[src/rtl/vector_mem_sequencer_pkg.sv]
// vector_mem_sequencer_pkg: shared state type and element-size helper for the vector memory sequencer
package vector_mem_sequencer_pkg;
  typedef enum logic [2:0] {IDLE, ISSUE, WAIT, DONE, FAULT} vmseq_state_t;
  function automatic logic [31:0] eew_bytes(input logic [1:0] eew);
    return eew[1] ? 32'd4 : (eew[0] ? 32'd2 : 32'd1);
  endfunction
endpackage

[src/rtl/vmseq_addr_gen.sv]
// vmseq_addr_gen: lane 0/1 address accumulators advancing by two elements per pair
module vmseq_addr_gen
  import vector_mem_sequencer_pkg::*;
(
  input  logic        CLK,
  input  logic        nRST,
  input  logic        load,
  input  logic        adv,
  input  logic        strided,
  input  logic [1:0]  eew,
  input  logic [31:0] base_addr,
  input  logic [31:0] stride,
  output logic [31:0] addr0,
  output logic [31:0] addr1
);
  logic [31:0] step, step2;
  assign step = strided ? stride : eew_bytes(eew);
  // Seed both lanes on launch, then add the pair stride; wrap-around is intentional
  always_ff @(posedge CLK or negedge nRST) begin
    if (!nRST) begin
      addr0 <= '0;
      addr1 <= '0;
      step2 <= '0;
    end else if (load) begin
      addr0 <= base_addr;
      addr1 <= base_addr + step;
      step2 <= step << 1;
    end else if (adv) begin
      addr0 <= addr0 + step2;
      addr1 <= addr1 + step2;
    end
  end
endmodule

[src/rtl/vector_mem_sequencer.sv]
// vector_mem_sequencer: walks one vector load/store through the two-lane address scheduler
module vector_mem_sequencer
  import vector_mem_sequencer_pkg::*;
#(
  parameter int VL_W = 8
) (
  input  logic            CLK,
  input  logic            nRST,
  input  logic            start,
  input  logic            is_store,
  input  logic            strided,
  input  logic [1:0]      eew,
  input  logic [31:0]     base_addr,
  input  logic [31:0]     stride,
  input  logic [VL_W-1:0] vl,
  input  logic            flush,
  input  logic            fault_ack,
  output logic [31:0]     as_addr0,
  output logic [31:0]     as_addr1,
  output logic            as_load_ena,
  output logic            as_store_ena,
  output logic            as_ls_idx,
  input  logic            as_arrived0,
  input  logic            as_arrived1,
  input  logic            as_exception,
  output logic [VL_W-1:0] elem_idx,
  output logic            busy,
  output logic            done,
  output logic            fault,
  output logic [VL_W-1:0] fault_idx
);
  vmseq_state_t    state;
  logic [VL_W-1:0] vl_q;
  logic            arr0, arr1, lane0, lane1, exc, pair_done, ld;
  logic [VL_W:0]   nxt_idx;
  // Flags from the previous pair are stale in ISSUE, so only the live pulse counts there
  assign lane0     = (state == WAIT && arr0) || as_arrived0;
  assign lane1     = (state == WAIT && arr1) || as_arrived1 || !as_ls_idx;
  assign exc       = (state == ISSUE || state == WAIT) && as_exception && !flush;
  assign pair_done = state == WAIT && lane0 && lane1 && !as_exception && !flush;
  assign ld        = state == IDLE && start && !flush && vl != '0;
  assign nxt_idx   = {1'b0, elem_idx} + (VL_W+1)'(2);
  vmseq_addr_gen u_addr (
    .CLK       (CLK),
    .nRST      (nRST),
    .load      (ld),
    .adv       (pair_done),
    .strided   (strided),
    .eew       (eew),
    .base_addr (base_addr),
    .stride    (stride),
    .addr0     (as_addr0),
    .addr1     (as_addr1)
  );
  // Sequencer FSM with registered outputs; flush beats exception beats completion
  always_ff @(posedge CLK or negedge nRST) begin
    if (!nRST) begin
      state        <= IDLE;
      vl_q         <= '0;
      arr0         <= 1'b0;
      arr1         <= 1'b0;
      as_load_ena  <= 1'b0;
      as_store_ena <= 1'b0;
      as_ls_idx    <= 1'b0;
      elem_idx     <= '0;
      busy         <= 1'b0;
      done         <= 1'b0;
      fault        <= 1'b0;
      fault_idx    <= '0;
    end else if (flush) begin
      state        <= IDLE;
      as_load_ena  <= 1'b0;
      as_store_ena <= 1'b0;
      as_ls_idx    <= 1'b0;
      busy         <= 1'b0;
      done         <= 1'b0;
      fault        <= 1'b0;
    end else if (exc) begin
      state        <= FAULT;
      as_load_ena  <= 1'b0;
      as_store_ena <= 1'b0;
      as_ls_idx    <= 1'b0;
      fault        <= 1'b1;
      fault_idx    <= lane0 ? elem_idx + VL_W'(1) : elem_idx;
    end else begin
      case (state)
        IDLE: if (start) begin
          vl_q     <= vl;
          elem_idx <= '0;
          busy     <= 1'b1;
          if (vl == '0) begin
            state <= DONE;
            done  <= 1'b1;
          end else begin
            state        <= ISSUE;
            as_load_ena  <= !is_store;
            as_store_ena <= is_store;
            as_ls_idx    <= vl > VL_W'(1);
          end
        end
        ISSUE: begin
          arr0  <= as_arrived0;
          arr1  <= as_arrived1;
          state <= WAIT;
        end
        WAIT: begin
          arr0 <= lane0;
          arr1 <= lane1;
          if (pair_done) begin
            elem_idx <= nxt_idx[VL_W-1:0];
            if (nxt_idx >= {1'b0, vl_q}) begin
              state        <= DONE;
              as_load_ena  <= 1'b0;
              as_store_ena <= 1'b0;
              as_ls_idx    <= 1'b0;
              done         <= 1'b1;
            end else begin
              state     <= ISSUE;
              as_ls_idx <= nxt_idx + (VL_W+1)'(1) < {1'b0, vl_q};
            end
          end
        end
        DONE: begin
          state <= IDLE;
          done  <= 1'b0;
          busy  <= 1'b0;
        end
        FAULT: if (fault_ack) begin
          state <= IDLE;
          fault <= 1'b0;
          busy  <= 1'b0;
        end
        default: state <= IDLE;
      endcase
    end
  end
endmodule

[config.mk]
export PLATFORM = sky130hd
export DESIGN_NAME = vector_mem_sequencer
export DESIGN_NICKNAME = d
export VERILOG_FILES = /design/src/rtl/vector_mem_sequencer_pkg.sv /design/src/rtl/vmseq_addr_gen.sv /design/src/rtl/vector_mem_sequencer.sv
export SDC_FILE = /design/constraint.sdc
export NUM_CORES = 1
export LEC_CHECK = 0
export ABC_AREA = 1
export BUFFER_PORTS_ARGS = -buffer_cell sky130_fd_sc_hd__buf_2
export CAP_MARGIN = 25
export CORE_UTILIZATION = 45
export DETAILED_ROUTE_END_ITERATION = 7
export PLACE_DENSITY_LB_ADDON = 0.25
export SKIP_CTS_REPAIR_TIMING = 1
export SLEW_MARGIN = 20
export SYNTH_ARGS = -nofsm -noshare
export SYNTH_HDL_FRONTEND = slang
export SYNTH_SLANG_ARGS = --single-unit
[constraint.sdc]
create_clock -name CLK -period 3.1 [get_ports CLK]
set_clock_uncertainty 0.1 [all_clocks]
set_input_delay 0.155 -clock CLK [delete_from_list [all_inputs] [get_ports CLK]]
set_output_delay 0.155 -clock CLK [all_outputs]
set_load 0.02 [all_outputs]
# ---- Word-level counts from Yosys, hierarchy flattened
# Index checks and enable logic that the tools add are counted.
dict set report classes {
  n_addsub 6
  order_cmp 3
  eq_ne 17
  n_mux 55
  bitwise 2
  reduce_logical 40
}
# op count
set op_table {}
lappend op_table {{$mux W32} 6}
lappend op_table {{$add A32 B32 Y32} 3}
lappend op_table {{$mux W1} 29}
lappend op_table {{$mux W8} 3}
lappend op_table {{$ne A4 B4 Y1 const B} 4}
lappend op_table {{$pmux W8 S2} 1}
lappend op_table {{$mux W3} 5}
lappend op_table {{$pmux W3 S4} 1}
lappend op_table {{$reduce_and A4 Y1} 3}
lappend op_table {{$reduce_bool A4 Y1} 3}
lappend op_table {{$logic_and A1 B1 Y1} 11}
lappend op_table {{$pmux W1 S2} 5}
lappend op_table {{$reduce_and A5 Y1} 2}
lappend op_table {{$add A8 B2 Y9 const B} 1}
lappend op_table {{$add A9 B1 Y9 const B} 1}
lappend op_table {{$ge A9 B8 Y1} 1}
lappend op_table {{$lt A9 B8 Y1} 1}
lappend op_table {{$ne A3 B3 Y1 const B} 3}
lappend op_table {{$add A8 B1 Y8 const B} 1}
lappend op_table {{$gt A8 B1 Y1 const B} 1}
lappend op_table {{$logic_not A8 Y1} 1}
lappend op_table {{$reduce_bool A8 Y1} 1}
lappend op_table {{$eq A3 B2 Y1 const B} 2}
lappend op_table {{$mux W2} 3}
lappend op_table {{15 further kinds} 31}
dict set report word_totals {
  regBits 130
  out_inout_bits 86
}

# ---- Logic depth before layout (Yosys ltp)
# Gate-level depths: netlist of run 1.
dict set report depth {
  word_depth 11
  mapped_depth 18
  mapped_depth_nobuf 18
}

# ---- Cells and area by module
# Synthesis of run 1 repeated with hierarchy kept, for this count alone.
dict set report unflattened {
  hier_cells 2051
  hier_area_um2 12595.8
}
# module n_inst cells_per_inst area_per_inst_um2
set by_module_without_submodules {}
lappend by_module_without_submodules {vmseq_addr_gen 1 1771 10421.2}
lappend by_module_without_submodules {vector_mem_sequencer 1 280 2174.6}

# ---- Worst setup path after synthesis of run 1
# Ideal clock, no wire load.
dict set report synth_path {
  path_type {register -> register}
  start {register elem_idx[2]}
  end {register done}
  setup_ns 0.117
  t_arrival_ns 2.136
  t_required_ns 2.883
  path_slack_ns 0.747
  stages_incl_launch_ff 18
  path_buffers 0
  synth_period_minus_slack_ns 2.353
  path_cell_list {dfrtp_1 > ha_1 > nand2_1 > inv_1 > nand2_1 > nor2_1 > xor2_1 > inv_1 > ha_1 > inv_1 > o211ai_1 > nor2_1 > nand2_1 > nand2_1 > nand2_1 > nand2_1 > nand2_1 > nand2_1}
}
dict set report synth_via {
  elab_chain_cells 4
}
# element line
set synth_rtl {}
lappend synth_rtl {{start, declared} vector_mem_sequencer.sv:26} ;# output logic [VL_W-1:0] elem_idx,
lappend synth_rtl {{start signal, assigned} vector_mem_sequencer.sv:110} ;# elem_idx <= nxt_idx[VL_W-1:0];
lappend synth_rtl {{$add A8 B2 Y9} vector_mem_sequencer.sv:42} ;# assign nxt_idx = {1'b0, elem_idx} + (VL_W+1)'(2);
lappend synth_rtl {{$ge A9 B8 Y1} vector_mem_sequencer.sv:111} ;# if (nxt_idx >= {1'b0, vl_q}) begin
lappend synth_rtl {{$ne A3 B2 Y1 (no line)} -}
lappend synth_rtl {{$reduce_and A6 Y1 (no line)} -}
lappend synth_rtl {{end signal, assigned} vector_mem_sequencer.sv:67} ;# done <= 1'b0;
lappend synth_rtl {{end signal, assigned} vector_mem_sequencer.sv:116} ;# done <= 1'b1;
lappend synth_rtl {{end signal, assigned} vector_mem_sequencer.sv:125} ;# done <= 1'b0;
lappend synth_rtl {{end, declared} vector_mem_sequencer.sv:28} ;# output logic done,
# Every way passes these cells.
# A chain may end at the register's enable or synchronous reset.

# ---- Worst setup path in the final report of run 1
dict set report layout_path {
  start {input eew[0]}
  end {register u_addr.addr1[18]}
}
dict set report layout_via {
  elab_chain_cells 5
}
# element line
set layout_rtl {}
lappend layout_rtl {{start, declared} vector_mem_sequencer.sv:12} ;# input logic [1:0] eew,
lappend layout_rtl {{$mux W2} vector_mem_sequencer_pkg.sv:5} ;# return eew[1] ? 32'd4 : (eew[0] ? 32'd2 : 32'd1);
lappend layout_rtl {{$mux W32} vector_mem_sequencer_pkg.sv:5}
lappend layout_rtl {{$mux W32} vmseq_addr_gen.sv:17} ;# assign step = strided ? stride : eew_bytes(eew);
lappend layout_rtl {{via u_addr.step[0]} vmseq_addr_gen.sv:16} ;# logic [31:0] step, step2;
lappend layout_rtl {{$add A32 B32 Y32} vmseq_addr_gen.sv:26} ;# addr1 <= base_addr + step;
lappend layout_rtl {{$mux W32} vmseq_addr_gen.sv:24} ;# end else if (load) begin
lappend layout_rtl {{end signal, assigned} vmseq_addr_gen.sv:26}
lappend layout_rtl {{end signal, assigned} vmseq_addr_gen.sv:30} ;# addr1 <= addr1 + step2;
lappend layout_rtl {{end, declared} vmseq_addr_gen.sv:14} ;# output logic [31:0] addr1
# The timed path passes the listed nets, and every way through them passes these cells.

==> results.py, run 1 <==
metrics = {
    "floorplan": {
        "initial_core_util_pct": 45.7,
        "dieArea_sq_um": 28800,
        "core_area_sq_um": 27700,
        "rows": 61,
        "fp.dieW_microns": 170,
        "die_h_microns": 170,
        "ios": 170,
    },
    "synthesis": {
        "synth_fa_ha_area_share_pct": 11.0,
        "synth-seq-cells": 129,
        "ys.flop_type": "dfrtp_1",
        "ys_types": 40,
        "synth-simple-area-share_pct": 39.7,
        "synth_area_sq_um": 12700,
        "synth-compound-area-share_pct": 9.90,
        "async_reset_ff_share_pct": 100,
        "synth_xor_xnor_area_share_pct": 2.14,
        "ys_seq_area_share_pct": 25.5,
        "yosys_warnings": 0,
        "synth-edff-count": 0,
        "synth_cells": 2113,
        "syn_area_per_cell_sq_um": 6.00,
        "syn_nets": 2307,
        "synth_top_family_by_area": "simple AND/OR/NAND/NOR gates",
        "muxShareOfSynthArea_pct": 0,
    },
    "global_routing": {
        "grt.total_usage_pct": 30.4,
        "grt_pass1_wl_microns": 67600,
        "grt_pass1_vias": 12900,
        "grt_overflow": 0,
        "grt_max_degree": 84,
        "antenna_found_initial": 0,
    },
    "clocking": {
        "htreeDepth": 4,
        "cts_sinks": 129,
        "cts.clk_slew.worst_paths_ns": 0.06,
        "cts_tree": "yes",
        "cts_made_buffers": 17,
        "worstSkewPairLatency_ns": 0.44,
        "cts_root_buffer": "clkbuf_16",
        "clockBufferDepth": 2,
    },
    "placed_design": {
        "place_congestion": 0.963,
        "port_buffers": 168,
        "dpl.hpwl_microns": 35300,
    },
    "worst_hold_path": {
        "hold_path_class": "in2reg",
        "min_from": "stride[14]",
    },
    "status": {
        "status": "finished with violations",
        "violations": "hold timing",
    },
    "route": {
        "wl_microns": 44000,
        "antenna_left": 0,
        "viasPerCell": 5.18,
        "num_vias": 14000,
        "drc": 0,
        "wl_per_cell_microns": 16.2,
        "drtIter0Drc": 1126,
        "dr.pass1.iters": 5,
    },
    "run": {
        "max_cap_viol_count": 0,
    },
    "critical_path": {
        "critPathMaxFanout": 4,
        "reg2reg_slack_ns": 0.50,
        "cp-startpoint": "eew[0]",
        "reg2reg_to": "u_addr.addr0[23]",
        "cp.arrival_ns": 2.93,
        "r2r_start": "state[2]",
        "endpoint_kind": "flop",
        "rr_worst_depth": 12,
        "crit_end": "u_addr.addr1[18]",
        "path_class": "in2reg",
        "cp.required_ns": 3.37,
        "crit_path_start_kind": "primary input",
    },
    "power_and_ir_drop": {
        "p_leak_nw": 8.87,
        "p_per_area_nw_per_um2": 785,
        "power.total_mw": 11.7,
        "vdd_drop_max_uv": 411,
    },
    "final_layout": {
        "fillCellCount": 2893,
        "final_cell_mix": "nand2_1, inv_1, nand3_1",
        "multi_input_area_sq_um": 7960,
        "syn_to_final_growth_pct": 18.0,
        "diodes": 0,
        "drive_above_1_share_pct": 9.90,
        "mostFrequentLayoutCell": "nand2_1",
        "final_net_count": 2515,
        "seqCellArea_sq_um": 3230,
    },
    "timing": {
        "tns_ns": 0,
        "setup_violations": 0,
        "whs_ns": -0.0384,
        "drv_slew": 0,
        "fmax_mhz": 375,
        "rsz0062_at_grt": "no",
        "tightest_slew_ns": 0.918,
        "post-route-min-period_ns": 2.67,
        "slew-limit-headroom_pct": 38.7,
        "finalCritPeriodShare_pct": 86.0,
        "finalHoldViolCount": 10,
    },
}
-- kinds of logic (layout without fill, tap and decap cells) --
family | count (synthesis) | in the layout
adder cells (fa/ha/maj) | 110 | 110
AND/OR/NAND/NOR | 1233 | 1233
XOR/XNOR | 31 | 31
AO/OA/AOI/OAI | 235 | 235
other | 1 | 1
flip-flops | 129 | 129
buffers and inverters | 374 | 595
-- critical path, stage by stage --
cell and delay, ns:
dlygate4sd3_1 0.55, buf_2 0.13, o31ai_1 0.29, ha_1 0.32
fa_1 0.29, nand2_1 0.07, nand3_1 0.17, nand2_1 0.08
nand2_1 0.19, nand2_1 0.10, nand3b_1 0.09, nand3_1 0.22
nand2_1 0.14, nand2_1 0.06, nand2_1 0.07
-- area by class of cell --
type                    count  share of cell area [%]
clock buffers              18                    2.94
clock inverters            14                    1.02
inverters                 336                    8.45
multi-input cells        1610                    53.2
flip-flops and latches    129                    21.6
well taps                 378                    3.16
repair buffers            227                    9.61
-- metrics by stage --
stage | area, sq um | hold slack (ns) | worst slack, ns | cells | utilization, %
5_1_grt | 15000 | 0.00208 | 0.213 | 2712 | 54.0
3_3_place_gp | 13900 | -0.0238 | 0.336 | 2631 | 50.1
6_report | 15000 | -0.0384 | 0.434 | 2712 | 54.0
4_1_cts | 14500 | -0.482 | 0.496 | 2663 | 52.2
3_5_place_dp | 13900 | -0.0215 | 0.374 | 2631 | 50.1
2_1_floorplan | 12700 | -0.241 | 0.747 | 2113 | -
-- worst min path at each step --
stage	slack (ns)	cells after the start	to
detailed placement	-0.02	1	vl_q[6]
global route	0.002	3	u_addr.step2[29]
finish	-0.04	3	u_addr.step2[15]
floorplan	-0.24	0	arr0
global placement	-0.02	1	vl_q[5]
CTS	-0.48	1	vl_q[7]
-- power breakdown --
part | switching (mW) | total (mW) | internal [mW]
clock network | 0.871 | 2.09 | 1.22
logic | 4.41 | 6.70 | 2.29
registers | 0.678 | 2.95 | 2.28
-- state kept, by name, summed over array words and instances, names as in the netlist, 3 cells and up --
| name | count |
|---|---|
| vl_q | 8 |
| elem_idx | 7 |
| fault_idx | 8 |
| state | 3 |
| u_addr.addr1 | 32 |
| u_addr.step2 | 31 |
| u_addr.addr0 | 32 |
-- synthesized netlist by cell type, types with 3 or more instances --
| cell | count | share of area, % |
|---|---|---|
| o21ai_0 | 96 | 3.8 |
| nand2_1 | 848 | 25 |
| buf_2 | 14 | 0.55 |
| and3_1 | 4 | 0.20 |
| fa_1 | 3 | 0.47 |
| inv_2 | 5 | 0.15 |
| nand3b_1 | 12 | 0.71 |
| o22ai_1 | 4 | 0.20 |
| clkbuf_1 | 14 | 0.41 |
| inv_1 | 330 | 9.8 |
| buf_4 | 5 | 0.30 |
| buf_6 | 5 | 0.44 |
| or2_2 | 5 | 0.25 |
| nor3_1 | 16 | 0.63 |
| a21oi_1 | 102 | 4.0 |
| o21bai_1 | 9 | 0.53 |
| nand4_1 | 9 | 0.44 |
| nand3_1 | 176 | 7.0 |
| dfrtp_1 | 129 | 25 |
| o21a_1 | 11 | 0.65 |
| o21ai_1 | 4 | 0.16 |
| nor4_1 | 4 | 0.20 |
| o211ai_1 | 3 | 0.18 |
| xor2_1 | 27 | 1.9 |
| xnor2_1 | 4 | 0.28 |
| ha_1 | 107 | 11 |
| nor2_1 | 149 | 4.4 |
-- layer usage --
layer  global-route usage (%)  share of wire, %
met1                     42.4                45
met2                     49.3                45
met3                     3.33               7.8
met4                     9.40               2.5
met5                        0                 0
Power figures use the tool's default switching activity.
==> run 2, diff against run 1 <==
Settings changed: CORE_UTILIZATION 45 to 30.
==> run 2 against run 1 <==
Net effect: the flow still finishes with violations (hold timing); via count is 0.62% lower; sequential share of layout area down 0.39 points; clock power decreased by 4%; register-to-register slack lost 0.03 ns; sequential cell count is the same; design area grew 1.9%; routed wire length rose by 11%; global-route usage decreased by 7.8 points.
==> results.py, run 2 (synthesized netlist as in run 1, its figures left out) <==
metrics = {
    "status": {
        "status": "finished with violations",
        "violations": "hold timing",
    },
    "critical_path": {
        "crit_path_start_kind": "primary input",
        "crit_path_cell_trace": "dlygate4sd3_1, buf_2, o31ai_1, ha_1, fa_1, nand3_1, nand3_1, nand3_1, nand3_1, nand3_1, nand2_1, nand2_1, nand3_1, nand2_1, nand2_1, nand2_1",
        "path_class": "in2reg",
        "cp.arrival_ns": 2.88,
        "critPathMaxFanout": 4,
        "cp_common_cell": "nand3_1",
        "endpoint_kind": "flop",
        "slowest_stage": "dlygate4sd3_1",
        "cp.required_ns": 3.34,
        "crit_path_max_incr_delay_ns": 0.55,
    },
    "final_layout": {
        "final_net_count": 2526,
        "multi_input_area_sq_um": 7960,
        "mostFrequentLayoutCell": "nand2_1",
        "fillCellCount": 4548,
        "syn_to_final_growth_pct": 20.2,
        "diodes": 0,
        "seqCellArea_sq_um": 3230,
        "drive_above_1_share_pct": 10.1,
        "final_cell_mix": "nand2_1, inv_1, nand3_1",
        "reg_top3": "u_addr.addr0 x32, u_addr.addr1 x32, u_addr.step2 x31",
    },
    "floorplan": {
        "initial_core_util_pct": 30.8,
        "core_area_sq_um": 41200,
        "dieArea_sq_um": 43100,
        "rows": 74,
        "ios": 170,
        "die_h_microns": 208,
        "fp.dieW_microns": 208,
    },
    "placed_design": {
        "port_buffers": 168,
        "dpl.hpwl_microns": 39700,
        "place_congestion": 0.927,
    },
    "clocking": {
        "cts_sinks": 129,
        "htreeDepth": 4,
        "clockBufferDepth": 2,
        "cts_root_buffer": "clkbuf_16",
        "worstSkewPairLatency_ns": 0.45,
        "cts.clk_slew.worst_paths_ns": 0.06,
        "cts_made_buffers": 17,
        "cts_tree": "yes",
    },
    "power_and_ir_drop": {
        "p_leak_nw": 8.92,
        "p_int_mw": 5.76,
        "clkPwrFrac_pct": 17.0,
        "seqPwrFrac_pct": 25.2,
        "p_switching_mw": 6.01,
        "vdd_drop_max_uv": 470,
        "p_per_area_nw_per_um2": 772,
        "p_comb_share_pct": 57.7,
        "p_sw_share_pct": 51.1,
    },
    "route": {
        "dr.pass1.iters": 6,
        "viasPerCell": 4.85,
        "wl_per_cell_microns": 16.9,
        "wl_microns": 48700,
        "num_vias": 13900,
        "drtIter0Drc": 999,
        "drc": 0,
        "antenna_left": 0,
    },
    "worst_hold_path": {
        "hold_path_class": "in2reg",
    },
    "timing": {
        "finalCritPeriodShare_pct": 85.2,
        "fmax_mhz": 378,
        "slew-limit-headroom_pct": 33.0,
        "finalHoldViolCount": 7,
        "post-route-min-period_ns": 2.64,
        "drv_slew": 0,
        "setup_violations": 0,
        "rsz0062_at_grt": "no",
        "tightest_slew_ns": 1.00,
        "whs_ns": -0.0503,
        "tns_ns": 0,
    },
    "global_routing": {
        "grt_overflow": 0,
        "grt_pass1_wl_microns": 75300,
        "antenna_found_initial": 0,
        "grt_pass1_vias": 13500,
        "grt.total_usage_pct": 22.7,
        "grt_max_degree": 60,
    },
    "run": {
        "max_cap_viol_count": 0,
    },
}
-- run 2: changes by cell type in the layout (fill, tap and decap cells not counted) --
cell and delta:
clkinv_4 +2, clkbuf_1 +1, clkbuf_8 +2, dlygate4sd3_1 +3
bufinv_16 -1, clkinv_2 -1, buf_4 +7, inv_6 -4
inv_8 +1, clkinvlp_4 -1, buf_12 +1
-- run 2: final timing paths --
check	from	endpoint	slack [ns]	cells after the start
min reg2reg	done	done	0.37	2
max reg2reg	u_addr.step2[1]	u_addr.addr0[27]	0.47	13
min in group asynchronous	nRST	fault_idx[4]	0.15	2
min	stride[6]	u_addr.step2[7]	-0.05	3
max	eew[0]	u_addr.addr1[20]	0.46	16
max in group asynchronous	nRST	u_addr.addr1[22]	1.98	3
-- run 2: per-layer routing --
metal	track usage [%]	wire length, microns	part of all wire [%]	vias up
met5	0	0	0	-
met4	6.97	1150	2.4	0
met3	2.78	2180	4.5	56
met2	37.2	22300	46	376
li1	-	-	-	7071
met1	30.9	23100	47	6446
-- run 2: final cells by class --
type | instances | area share (%)
clock buffer | 21 | 3.09
clock inverter | 10 | 0.682
inverter | 336 | 8.29
multi-input combinational | 1610 | 52.3
sequential | 129 | 21.2
tap | 532 | 4.37
timing repair buffer | 238 | 10.1
-- run 2: critical path: cells and delay by family --
family                   cells  cell delay (ns)
AO/OA/AOI/OAI                1             0.32
buffers and inverters        2             0.69
adder cells (fa/ha/maj)      2             0.57
AND/OR/NAND/NOR             11             1.14
-- run 2: per-stage QoR --
step                      setup WS, ns  instances  total power [mW]  instance area [sq um]  utilization (%)
after global routing             0.210       2876              12.8                  15200             37.0
after detailed placement         0.448       2793              9.66                  14100             34.3
after global placement           0.460       2793              9.61                  14100             34.3
after CTS                        0.492       2824              11.7                  14700             35.7
final                            0.458       2876              11.8                  15200             37.0
after floorplan                  0.747       2113              7.45                  12700                -
-- run 2: power groups by stage --
stage	Sequential [mW]	Clock, mW	Combinational [mW]
after global routing	3.03	2.13	7.65
after floorplan	3.23	0	4.23
final	2.97	2.01	6.80
after CTS	2.96	2.06	6.71
after global placement	2.98	0	6.63
after detailed placement	2.99	0	6.67
==> run 3, diff against run 2 <==
Settings changed: CELL_PAD_IN_SITES_DETAIL_PLACEMENT from default to 2, CELL_PAD_IN_SITES_GLOBAL_PLACEMENT from default to 2.
==> run 3 against run 2 <==
Net effect: the flow still finishes with violations (hold timing); core utilization is 0.40 points higher; critical endpoint is now u_addr.addr1[22]; register-to-register slack worse by 0.11 ns; sequential share of layout area is 0.23 points lower; setup slack worse by 0.094 ns; clock power is 11% higher; fmax is 3.4% lower; first-iteration DRC count is 40% lower; non-clock buffer count is 9 higher; critical path depth is 2 lower; total power is 7.1% higher.
==> results.py, run 3 (synthesized netlist as in run 1, its figures left out) <==
metrics = {
    "clocking": {
        "cts_tree": "yes",
        "clockBufferDepth": 2,
        "cts_sinks": 129,
        "cts.clk_slew.worst_paths_ns": 0.07,
        "htreeDepth": 4,
        "worstSkewPairLatency_ns": 0.48,
        "cts_made_buffers": 17,
        "cts_root_buffer": "clkbuf_16",
    },
    "final_layout": {
        "mostFrequentLayoutCell": "nand2_1",
        "drive_above_1_share_pct": 10.2,
        "seqCellArea_sq_um": 3230,
        "final_net_count": 2535,
        "final_cell_count_no_fill": 2888,
        "fillCellCount": 5139,
        "utilization_pct": 37.4,
        "reg_top3": "u_addr.addr0 x32, u_addr.addr1 x32, u_addr.step2 x31",
        "syn_to_final_growth_pct": 21.5,
        "final_cell_mix": "nand2_1, inv_1, nand3_1",
        "multi_input_area_sq_um": 7960,
    },
    "status": {
        "status": "finished with violations",
        "violations": "hold timing",
    },
    "global_routing": {
        "grt_pass1_vias": 15800,
        "antenna_found_initial": 3,
        "grt_max_degree": 90,
        "grt_pass1_wl_microns": 89700,
        "grt.total_usage_pct": 27.2,
        "grt_overflow": 0,
    },
    "critical_path": {
        "cp.required_ns": 3.36,
        "endpoint_kind": "flop",
        "critPathMaxFanout": 6,
        "cp.arrival_ns": 2.99,
        "path_class": "reg2reg",
        "crit_path_start_kind": "flop",
    },
    "route": {
        "wl_per_cell_microns": 21.0,
        "wl_microns": 60700,
        "viasPerCell": 5.12,
        "drtIter0Drc": 599,
        "antenna_left": 0,
        "drc": 0,
        "num_vias": 14800,
        "dr.pass1.iters": 5,
    },
    "placed_design": {
        "placedCellCount": 2793,
        "place_congestion": 0.895,
        "dpl.hpwl_microns": 48200,
        "port_buffers": 168,
        "dp_slack_ns": 0.288,
    },
    "timing": {
        "finalCritPeriodShare_pct": 88.3,
        "tightest_slew_ns": 0.622,
        "finalHoldViolCount": 2,
        "post-route-min-period_ns": 2.74,
        "slew-limit-headroom_pct": 58.5,
        "whs_ns": -0.0343,
        "setup_slack_ns": 0.364,
        "setup_violations": 0,
        "fmax_mhz": 366,
        "rsz0062_at_grt": "no",
        "tns_ns": 0,
        "drv_slew": 0,
    },
    "floorplan": {
        "rows": 74,
        "ios": 170,
        "core_area_sq_um": 41200,
        "fp.dieW_microns": 208,
        "dieArea_sq_um": 43100,
        "die_h_microns": 208,
        "initial_core_util_pct": 30.8,
    },
    "power_and_ir_drop": {
        "p_leak_nw": 8.99,
        "p_per_area_nw_per_um2": 818,
        "vdd_drop_max_uv": 479,
    },
    "worst_hold_path": {
        "hold_path_class": "in2reg",
    },
    "run": {
        "max_cap_viol_count": 0,
    },
}
==> run 3: cell count changes in the layout (fill, tap and decap cells not counted), sizes merged, moves of 2 or more <==
cell / delta
bufinv: +2
clkbuf: -3
dlygate4sd3: +8
diode: +2
==> run 3: area by class of cell <==
type	instances	share of cell area [%]
multi-input cells	1610	51.7
clock buffers	18	2.79
well taps	532	4.32
inverters	336	8.20
clock inverters	14	1.18
repair buffers	247	10.8
flip-flops and latches	129	21.0
diodes	2	0.0325
==> run 3: power by group <==
part           leakage [nW]  switching (mW)  internal (mW)
registers              1.64           0.749           2.27
logic                  7.06            4.98           2.37
clock network         0.289           0.956           1.28
total                  8.99            6.68           5.92
==> run 3: routing by layer <==
| layer | global-route usage (%) | part of all wire [%] | vias up |
|---|---|---|---|
| li1 | - | - | 7085 |
| met1 | 34.3 | 44 | 7354 |
| met2 | 47.3 | 49 | 257 |
| met3 | 3.13 | 3.3 | 94 |
| met4 | 10.6 | 3.3 | 0 |
| met5 | 0 | 0 | - |
==> run 3: worst paths after layout <==
kind,start,endpoint,slack (ns),depth (start not counted)
worst max-delay path,u_addr.step2[3],u_addr.addr1[22],0.36,14
worst min-delay path,stride[20],u_addr.step2[21],-0.03,3
worst max register to register,u_addr.step2[3],u_addr.addr1[22],0.36,14
worst min register to register,done,done,0.38,2
max in group asynchronous,nRST,u_addr.addr0[24],1.87,3
min in group asynchronous,nRST,u_addr.addr1[10],0.16,2
==> run 3: critical path: stages (launching register included) <==
cell and delay, ns:
dfrtp_1 0.46, ha_1 0.48, nand3_1 0.14, nand3_1 0.22
nand2_1 0.08, nand2_1 0.15, nand2_1 0.09, nand2_1 0.27
nand2_1 0.14, nand2_1 0.08, nand2_1 0.06, nand3_1 0.14
nand2_1 0.08, nand2_1 0.07, nand2_1 0.06
==> run 3: per-stage QoR <==
| step | area, sq um | power [mW] |
|---|---|---|
| 4_1_cts | 14800 | 12.4 |
| 2_1_floorplan | 12700 | 7.45 |
| 5_1_grt | 15400 | 13.5 |
| 6_report | 15400 | 12.6 |
| 3_3_place_gp | 14200 | 9.78 |
| 3_5_place_dp | 14200 | 10.1 |
